--- config.mk ---
export PLATFORM = sky130hd
export DESIGN_NAME = fifo_idx_ctrl_flat
export DESIGN_NICKNAME = d
export VERILOG_FILES = /design/src/rtl/fifo_idx_ctrl_pkg.sv /design/src/rtl/fifo_idx_ctrl_if.sv /design/src/rtl/fifo_ptr_wrap.sv /design/src/rtl/fifo_idx_ctrl.sv /design/src/flat_wrapper.sv
export SDC_FILE = /design/constraint.sdc
export NUM_CORES = 1
export LEC_CHECK = 0
export CAP_MARGIN = 20
export CORE_AREA = 4 4 41 43
export DETAILED_ROUTE_END_ITERATION = 12
export DIE_AREA = 0 0 45 47
export PLACE_DENSITY = 0.65
export SLEW_MARGIN = 20
export SYNTH_ARGS = -nofsm -noshare
export SYNTH_HDL_FRONTEND = slang
export SYNTH_SLANG_ARGS = --single-unit
--- constraint.sdc ---
create_clock -name clk -period 2.15 [get_ports clk]
set_input_delay 0.43 -clock clk [delete_from_list [all_inputs] [get_ports clk]]
set_output_delay 0.43 -clock clk [all_outputs]
set_load 0.01 [all_outputs]
--- src/rtl/fifo_idx_ctrl_pkg.sv ---
// Shared helpers for the FIFO index controller: pointer increment with explicit
// wrap at DEPTH, and the width helper used to size pointers and the occupancy count.
package fifo_idx_ctrl_pkg;

    // Smallest width w (at least 1) such that 2^w >= n.
    function automatic int unsigned idx_width(input int unsigned n);
        int unsigned w;
        w = 32'd1;
        for (int i = 1; i < 32; i++) begin
            if ((32'd1 << w) < n) begin
                w = w + 32'd1;
            end else begin
                w = w;
            end
        end
        return w;
    endfunction

    // DEPTH need not be a power of two, so the wrap is explicit.
    function automatic int unsigned ptr_next(input int unsigned ptr, input int unsigned depth);
        return (ptr == depth - 32'd1) ? 32'd0 : ptr + 32'd1;
    endfunction

endpackage

--- src/rtl/fifo_idx_ctrl_if.sv ---
// Push/pop request and index-map strobe/status bundle of the FIFO index controller.
interface fifo_idx_ctrl_if #(
    parameter int unsigned PTR_SZ = 2,
    parameter int unsigned CNT_SZ = 2
);
    logic              push_req;
    logic              pop_req;
    logic              write_en;
    logic [PTR_SZ-1:0] waddr;
    logic              read_en;
    logic [PTR_SZ-1:0] raddr;
    logic              full;
    logic              empty;
    logic              almost_full;
    logic [CNT_SZ-1:0] count;
    logic              err_ovf;
    logic              err_udf;

    modport master (
        output push_req, pop_req,
        input  write_en, waddr, read_en, raddr,
        input  full, empty, almost_full, count, err_ovf, err_udf
    );

    modport slave (
        input  push_req, pop_req,
        output write_en, waddr, read_en, raddr,
        output full, empty, almost_full, count, err_ovf, err_udf
    );
endinterface

--- src/rtl/fifo_ptr_wrap.sv ---
// One FIFO pointer register that advances on adv_i and wraps from DEPTH-1 to 0.
module fifo_ptr_wrap
    import fifo_idx_ctrl_pkg::*;
#(
    parameter int unsigned DEPTH  = 3,
    parameter int unsigned PTR_SZ = idx_width(DEPTH)
) (
    input  logic              clk,
    input  logic              rst_n,
    input  logic              adv_i,
    output logic [PTR_SZ-1:0] ptr_o
);
    logic [PTR_SZ-1:0] ptr_q;
    logic [PTR_SZ-1:0] ptr_d;

    // Next pointer: hold, or step with wrap.
    always_comb begin
        ptr_d = ptr_q;
        if (adv_i) begin
            ptr_d = PTR_SZ'(ptr_next(32'(ptr_q), DEPTH));
        end else begin
            ptr_d = ptr_q;
        end
    end

    // Pointer register.
    always_ff @(posedge clk or negedge rst_n) begin
        if (!rst_n) begin
            ptr_q <= '0;
        end else begin
            ptr_q <= ptr_d;
        end
    end

    assign ptr_o = ptr_q;
endmodule

--- src/rtl/fifo_idx_ctrl.sv ---
// Pointer/occupancy controller for a router input FIFO index map.
// Optional sticky overflow/underflow flags under macro FIFO_IDX_CTRL_ERR_EN.
module fifo_idx_ctrl
    import fifo_idx_ctrl_pkg::*;
#(
    parameter int unsigned DEPTH    = 3,
    parameter int unsigned PTR_SZ   = idx_width(DEPTH),
    parameter int unsigned CNT_SZ   = idx_width(DEPTH + 32'd1),
    parameter int unsigned AF_LEVEL = 2
) (
    input logic           clk,
    input logic           rst_n,
    fifo_idx_ctrl_if.slave bus
);
    logic [CNT_SZ-1:0] count_q;
    logic [CNT_SZ-1:0] count_d;
    logic [PTR_SZ-1:0] wr_ptr_s;
    logic [PTR_SZ-1:0] rd_ptr_s;
    logic              full_s;
    logic              empty_s;
    logic              push_acc_s;
    logic              pop_acc_s;

    assign full_s     = (count_q == CNT_SZ'(DEPTH));
    assign empty_s    = (count_q == CNT_SZ'(0));
    // Acceptance looks only at the registered count, never at the other request.
    assign push_acc_s = bus.push_req & ~full_s;
    assign pop_acc_s  = bus.pop_req & ~empty_s;

    fifo_ptr_wrap #(.DEPTH(DEPTH), .PTR_SZ(PTR_SZ)) u_wr_ptr (
        .clk   (clk),
        .rst_n (rst_n),
        .adv_i (push_acc_s),
        .ptr_o (wr_ptr_s)
    );

    fifo_ptr_wrap #(.DEPTH(DEPTH), .PTR_SZ(PTR_SZ)) u_rd_ptr (
        .clk   (clk),
        .rst_n (rst_n),
        .adv_i (pop_acc_s),
        .ptr_o (rd_ptr_s)
    );

    // Occupancy next state.
    always_comb begin
        count_d = count_q;
        case ({push_acc_s, pop_acc_s})
            2'b10:   count_d = count_q + CNT_SZ'(1);
            2'b01:   count_d = count_q - CNT_SZ'(1);
            default: count_d = count_q;
        endcase
    end

    // Occupancy register.
    always_ff @(posedge clk or negedge rst_n) begin
        if (!rst_n) begin
            count_q <= '0;
        end else begin
            count_q <= count_d;
        end
    end

`ifdef FIFO_IDX_CTRL_ERR_EN
    logic err_ovf_q;
    logic err_udf_q;

    // Sticky error flags, cleared only by reset.
    always_ff @(posedge clk or negedge rst_n) begin
        if (!rst_n) begin
            err_ovf_q <= 1'b0;
            err_udf_q <= 1'b0;
        end else begin
            err_ovf_q <= err_ovf_q | (bus.push_req & full_s);
            err_udf_q <= err_udf_q | (bus.pop_req & empty_s);
        end
    end

    assign bus.err_ovf = err_ovf_q;
    assign bus.err_udf = err_udf_q;
`else
    assign bus.err_ovf = 1'b0;
    assign bus.err_udf = 1'b0;
`endif

    assign bus.write_en    = push_acc_s;
    assign bus.waddr       = wr_ptr_s;
    assign bus.read_en     = pop_acc_s;
    assign bus.raddr       = rd_ptr_s;
    assign bus.full        = full_s;
    assign bus.empty       = empty_s;
    assign bus.almost_full = (count_q >= CNT_SZ'(AF_LEVEL));
    assign bus.count       = count_q;
endmodule

--- src/flat_wrapper.sv ---
// flat-port wrapper written by rule: the top's interface ports become plain ports
module fifo_idx_ctrl_flat import fifo_idx_ctrl_pkg::*;
#(
    parameter int unsigned DEPTH    = 3,
    parameter int unsigned PTR_SZ   = idx_width(DEPTH),
    parameter int unsigned CNT_SZ   = idx_width(DEPTH + 32'd1),
    parameter int unsigned AF_LEVEL = 2
)
  (clk, rst_n, bus_push_req, bus_pop_req, bus_write_en, bus_waddr, bus_read_en, bus_raddr, bus_full, bus_empty, bus_almost_full, bus_count, bus_err_ovf, bus_err_udf);
  fifo_idx_ctrl_if #(.PTR_SZ(PTR_SZ), .CNT_SZ(CNT_SZ)) bus_i ();
  input logic clk;
  input logic rst_n;
  input wire logic [$bits(bus_i.push_req)-1:0] bus_push_req;
  input wire logic [$bits(bus_i.pop_req)-1:0] bus_pop_req;
  output wire logic [$bits(bus_i.write_en)-1:0] bus_write_en;
  output wire logic [$bits(bus_i.waddr)-1:0] bus_waddr;
  output wire logic [$bits(bus_i.read_en)-1:0] bus_read_en;
  output wire logic [$bits(bus_i.raddr)-1:0] bus_raddr;
  output wire logic [$bits(bus_i.full)-1:0] bus_full;
  output wire logic [$bits(bus_i.empty)-1:0] bus_empty;
  output wire logic [$bits(bus_i.almost_full)-1:0] bus_almost_full;
  output wire logic [$bits(bus_i.count)-1:0] bus_count;
  output wire logic [$bits(bus_i.err_ovf)-1:0] bus_err_ovf;
  output wire logic [$bits(bus_i.err_udf)-1:0] bus_err_udf;
  assign bus_i.push_req = bus_push_req;
  assign bus_i.pop_req = bus_pop_req;
  assign bus_write_en = bus_i.write_en;
  assign bus_waddr = bus_i.waddr;
  assign bus_read_en = bus_i.read_en;
  assign bus_raddr = bus_i.raddr;
  assign bus_full = bus_i.full;
  assign bus_empty = bus_i.empty;
  assign bus_almost_full = bus_i.almost_full;
  assign bus_count = bus_i.count;
  assign bus_err_ovf = bus_i.err_ovf;
  assign bus_err_udf = bus_i.err_udf;
  fifo_idx_ctrl #(.DEPTH(DEPTH), .PTR_SZ(PTR_SZ), .CNT_SZ(CNT_SZ), .AF_LEVEL(AF_LEVEL)) u_core (.clk(clk), .rst_n(rst_n), .bus(bus_i));
endmodule
# --- Word-level counts from Yosys, hierarchy flattened ---
# Index checks and enable logic that the tools add are counted.
totals:
  register_bits: 6
  in_bits: 4
  output_inout_bits: 13
  wordCells: 22
op_classes:
  bitwise_logic: 4
  magnitude_cmp: 1
  n_reduce_logical: 2
  eq_ne: 5
  addsub: 4
  muxes: 3
op_table:
  columns: ["operator", "count"]
  rows:
  - ["2-bit == test, second input constant", 4]
  - ["2-bit by 1-bit adder with 2-bit output, second input constant", 3]
  - ["2-bit two-way mux", 2]
  - ["2-bit case mux with 2 select lines", 1]
  - ["1-bit AND", 2]
  - ["2-bit by 1-bit == test with 1-bit output, second input constant", 1]
  - ["2-bit greater-or-equal comparator, second input constant", 1]
  - ["2-bit zero test", 1]
  - ["1-bit inverter", 2]
  - ["2-bit nonzero test", 1]
  - ["2-bit by 1-bit subtractor with 2-bit output, second input constant", 1]

# --- Longest topological paths before layout ---
logic_depth:
  word_depth: 5
  depth_mapped: 7
  depth_no_buf: 7

# --- Hierarchy ---
# A second synthesis with hierarchy kept.
hier_totals:
  hier_cells: 29
  area_unflattened_um2: 305.3
by_module_without_submodules:
  columns: ["mod", "instances", "cells_per_inst", "area_each_um2", "seq_area_each_um2"]
  rows:
  - ["fifo_ptr_wrap", 2, 6, 82.6, 50.0]
  - ["fifo_idx_ctrl", 1, 17, 140.1, 50.0]

# --- Worst setup path before layout ---
# OpenSTA, ideal clock, no wires.
synth_path:
  kind: "register to register"
  start: "reg u_core.count_q[0] (netlist: u_core.bus.count[0])"
  end: "reg u_core.count_q[1] (netlist: u_core.bus.count[1])"
  setup_ns: 0.079
  path_buffers: 0
  slack_ns: 0.628
  stages_incl_launch_ff: 6
  required_ns: 2.071
  period_less_slack_ns: 1.522
  arrival_ns: 1.442
  path_cell_list: "dfrtp_1 > o21ai_1 > inv_1 > ha_1 > nor2_1 > xor2_1"
synth_between:
  elab_chain_len: 5
  word_cells_on_any_way: 12
  classes_between: "2 x add/sub; 3 x eq/ne; 1 x mux; 4 x bitwise; 2 x reduce/logical"
synth_lines:
  columns: ["element", "line_no", "rtl"]
  rows:
  - ["from (decl)", "fifo_idx_ctrl.sv:15", "logic [CNT_SZ-1:0] count_q;"]
  - ["from (signal assigned)", "fifo_idx_ctrl.sv:59", "count_q <= count_d;"]
  - ["2-bit zero test *", "fifo_idx_ctrl.sv:25", "assign empty_s = (count_q == CNT_SZ'(0));"]
  - ["1-bit inverter *", "fifo_idx_ctrl.sv:28", "assign pop_acc_s = bus.pop_req & ~empty_s;"]
  - ["1-bit AND *", "fifo_idx_ctrl.sv:28", null]
  - ["net bus_read_en", "flat_wrapper.sv:17", "output wire logic [$bits(bus_i.read_en)-1:0] bus_read_en;"]
  - ["2-bit by 1-bit == test with 1-bit output or 2-bit == test (tied branches)", "fifo_idx_ctrl.sv:47", "case ({push_acc_s, pop_acc_s})"]
  - ["2-bit case mux with 2 select lines or 2-bit nonzero test (tied branches)", null, null]
# The timed path passes the listed nets; every way through them passes the cells marked *.
# A chain may end at the register's enable or synchronous reset.

# --- Final worst setup path ---
layout_path:
  start: "in bus_pop_req"
  end: "out bus_read_en"
layout_between:
  elab_chain_len: 1
layout_lines:
  columns: ["element", "line_no", "rtl"]
  rows:
  - ["from (decl)", "flat_wrapper.sv:14", "input wire logic [$bits(bus_i.pop_req)-1:0] bus_pop_req;"]
  - ["1-bit AND", "fifo_idx_ctrl.sv:28", null]
  - ["to (decl)", "flat_wrapper.sv:17", null]
# No other way between the ends.

==> impl_metrics.json <==
{
  "status": "finished clean",
  "yosysSeqAreaShare": 0.467,
  "gp_congestion": 0.656,
  "routedWlPerCell_um": 9.71,
  "dieArea_mm2": 0.00212,
  "grt_overflow_total": 0,
  "grt_max_degree": 7,
  "cap_violations": 0,
  "vias": 255,
  "final_cells": 62,
  "grt_pass1_wl_um": 966,
  "coreArea_mm2": 0.00130,
  "drive_gt1_frac": 0.191,
  "finalHoldViolations": 0,
  "port_buffers": 14,
  "yosys_warnings": 0,
  "cpPeakStageDelay_ns": 0.54,
  "start_util": 0.247,
  "critPathSlowestCell": "clkdlybuf4s50_1",
  "cts.path.max_buffers": 2,
  "die_x_um": 45,
  "antenna_found_initial": 0,
  "max_freq_mhz": 495,
  "diodes": 0,
  "synthCells": 30,
  "num_rows": 13,
  "routed_wl_um": 602,
  "io_pins": 17,
  "path_max_fanout": 2,
  "syn_area_um2": 322,
  "path_cells": "clkdlybuf4s50_1 -> o21ai_1 -> inv_1 -> clkdlybuf4s50_1",
  "hold_buffers": 0,
  "ys_ff_latch": 6,
  "finalClockSkew_ns": 0.000306,
  "fp.dieH_um": 47,
  "cts_buffers": 3,
  "area_delta_synth_final_pct": 56.4,
  "setup_violations": 0,
  "root_buffer": "clkbuf_4",
  "clk_pin_slew_worst_paths_ns": 0.04,
  "p_leak_nw": 0.236,
  "final_antenna_net_count": 0,
  "avgSynthCellArea_um2": 10.7,
  "dr.pass1.iters": 1,
  "viasPerCell": 4.11,
  "route.detailed.drc": 0,
  "tns_ns": 0,
  "cts_sinks": 6,
  "synth.distinct_cells": 19,
  "period_minus_slack_ns": 2.02,
  "grt_pass1_vias": 246,
  "first_iter_violations": 0,
  "critPathArrivalTime_ns": 1.59,
  "path_common_cell": "clkdlybuf4s50_1",
  "fin_crit_sh": 0.939,
  "dp_cells": 59,
  "fillers": 135,
  "cts_tree": "yes",
  "hp-class": "in -> async",
  "rsz0062_at_grt": "no",
  "nets": 54,
  "final_util": 0.387,
  "slew_violations": 0,
  "cp-start-kind": "input pin",
  "cts_resized": 0,
  "vdd_drop_max_mv": 0.592,
  "cts_setup_buffers": 0,
  "clk_latency_ns": 0.24,
  "grt_use_total": 0.0683,
  "cts-htree-levels": 1,
  "crit_path_end_kind": "output port",
  "p_per_area_mw_per_mm2": 1600,
  "hpwl_um": 520,
  "crit_required_ns": 1.72,
  "critical_path_class": "in -> out"
}
-- cells by family after synthesis --
kind of cell	Yosys count	synth area share
and+or+nand+nor	9	0.171
muxes	2	0.0934
xor gates and xnor gates	3	0.0817
DFF	6	0.467
other	1	0.0117
adders and majority gates	1	0.0389
AOI/OAI and AO/OA	3	0.0545
buffers and inverters	5	0.0817
-- through the flow --
stage / power, mW / area (um2) / hold WS, ns / worst slack [ns]
floorplan: 0.478 / 325 / 0.134 / 0.628
global placement: 0.704 / 480 / 0.502 / 0.134
detailed placement: 0.718 / 480 / 0.523 / 0.135
CTS: 0.825 / 503 / 0.432 / 0.125
global route: 0.872 / 503 / 0.442 / 0.0594
finish: 0.807 / 503 / 0.430 / 0.131
-- area by class of cell --
cell class                      instances  area, um2  area share
Clock buffer                            3       22.5      0.0448
Inverter                                2       7.51      0.0149
Multi-Input combinational cell         20        149       0.296
Sequential cell                         6        150       0.299
Tap cell                               15       18.8      0.0373
Timing Repair Buffer                   16        155       0.308
-- synthesized netlist by cell type, drive strengths merged --
library cell  instances  area share
mux2                  2       0.093
nor2                  3       0.035
buf                   2       0.047
nand2                 1       0.012
nor2b                 2       0.062
a21o                  1       0.023
clkbuf                1       0.012
xnor2                 2       0.054
and2                  1       0.027
ha                    1       0.039
inv                   2       0.023
nor3                  1       0.016
xor2                  1       0.027
dfrtp                 6        0.47
nand2b                1       0.019
o21ai                 2       0.031
conb                  1       0.012
-- flip-flops by register name, indices dropped and copies added (netlist names) --
name                   count
u_core.bus.count           2
u_core.u_wr_ptr.ptr_o      2
u_core.u_rd_ptr.ptr_o      2
-- critical path, delay by kind of cell --
kind	cells	cell delay (ns)
AOI/OAI and AO/OA	1	0.08
buffers and inverters	3	1.08
-- where the power goes --
part | total, mW | internal [mW] | switching [mW]
registers | 0.244 | 0.173 | 0.0709
clock network | 0.0993 | 0.0629 | 0.0365
logic | 0.464 | 0.295 | 0.169
total | 0.807 | 0.531 | 0.276
-- path summary, 6_finish.rpt --
path / start / end / slack (ns) / cells past startpoint
setup / recovery: bus_pop_req / bus_read_en / 0.13 / 4
hold / removal: rst_n / u_core.u_wr_ptr.ptr_o[1] / 0.43 / 1
setup reg to reg: u_core.bus.count[1] / u_core.bus.count[1] / 0.59 / 7
hold reg to reg: u_core.u_rd_ptr.ptr_o[1] / u_core.u_rd_ptr.ptr_o[1] / 0.53 / 2
max in group asynchronous: rst_n / u_core.bus.count[0] / 1.51 / 1
min in group clk: u_core.u_rd_ptr.ptr_o[1] / u_core.u_rd_ptr.ptr_o[1] / 0.53 / 2
-- layout by cell type (no fill, tap or decap) --
| cell | n |
|---|---|
| clkdlybuf4s50_1 | 14 |
| xnor2_1 | 2 |
| nor3_1 | 1 |
| nand2_1 | 1 |
| nand2b_1 | 1 |
| o21ai_1 | 1 |
| o21ai_0 | 1 |
| mux2_4 | 2 |
| and2_4 | 1 |
| buf_4 | 2 |
| conb_1 | 2 |
| a21o_1 | 1 |
| dfrtp_1 | 6 |
| clkbuf_4 | 3 |
| nor2_1 | 3 |
| inv_1 | 2 |
| ha_1 | 1 |
| xor2_1 | 1 |
| nor2b_1 | 1 |
| nor2b_4 | 1 |
-- metal layers --
layer  global-route usage  routed length [um]  vias up
li1                     -                   -      124
met1               0.0783                 235      115
met2               0.0904                 276       16
met3               0.0651                  89        0
met4               0.0175                   0        0
met5                    0                   0        -
No activity file was read; power rests on OpenSTA's default activity.
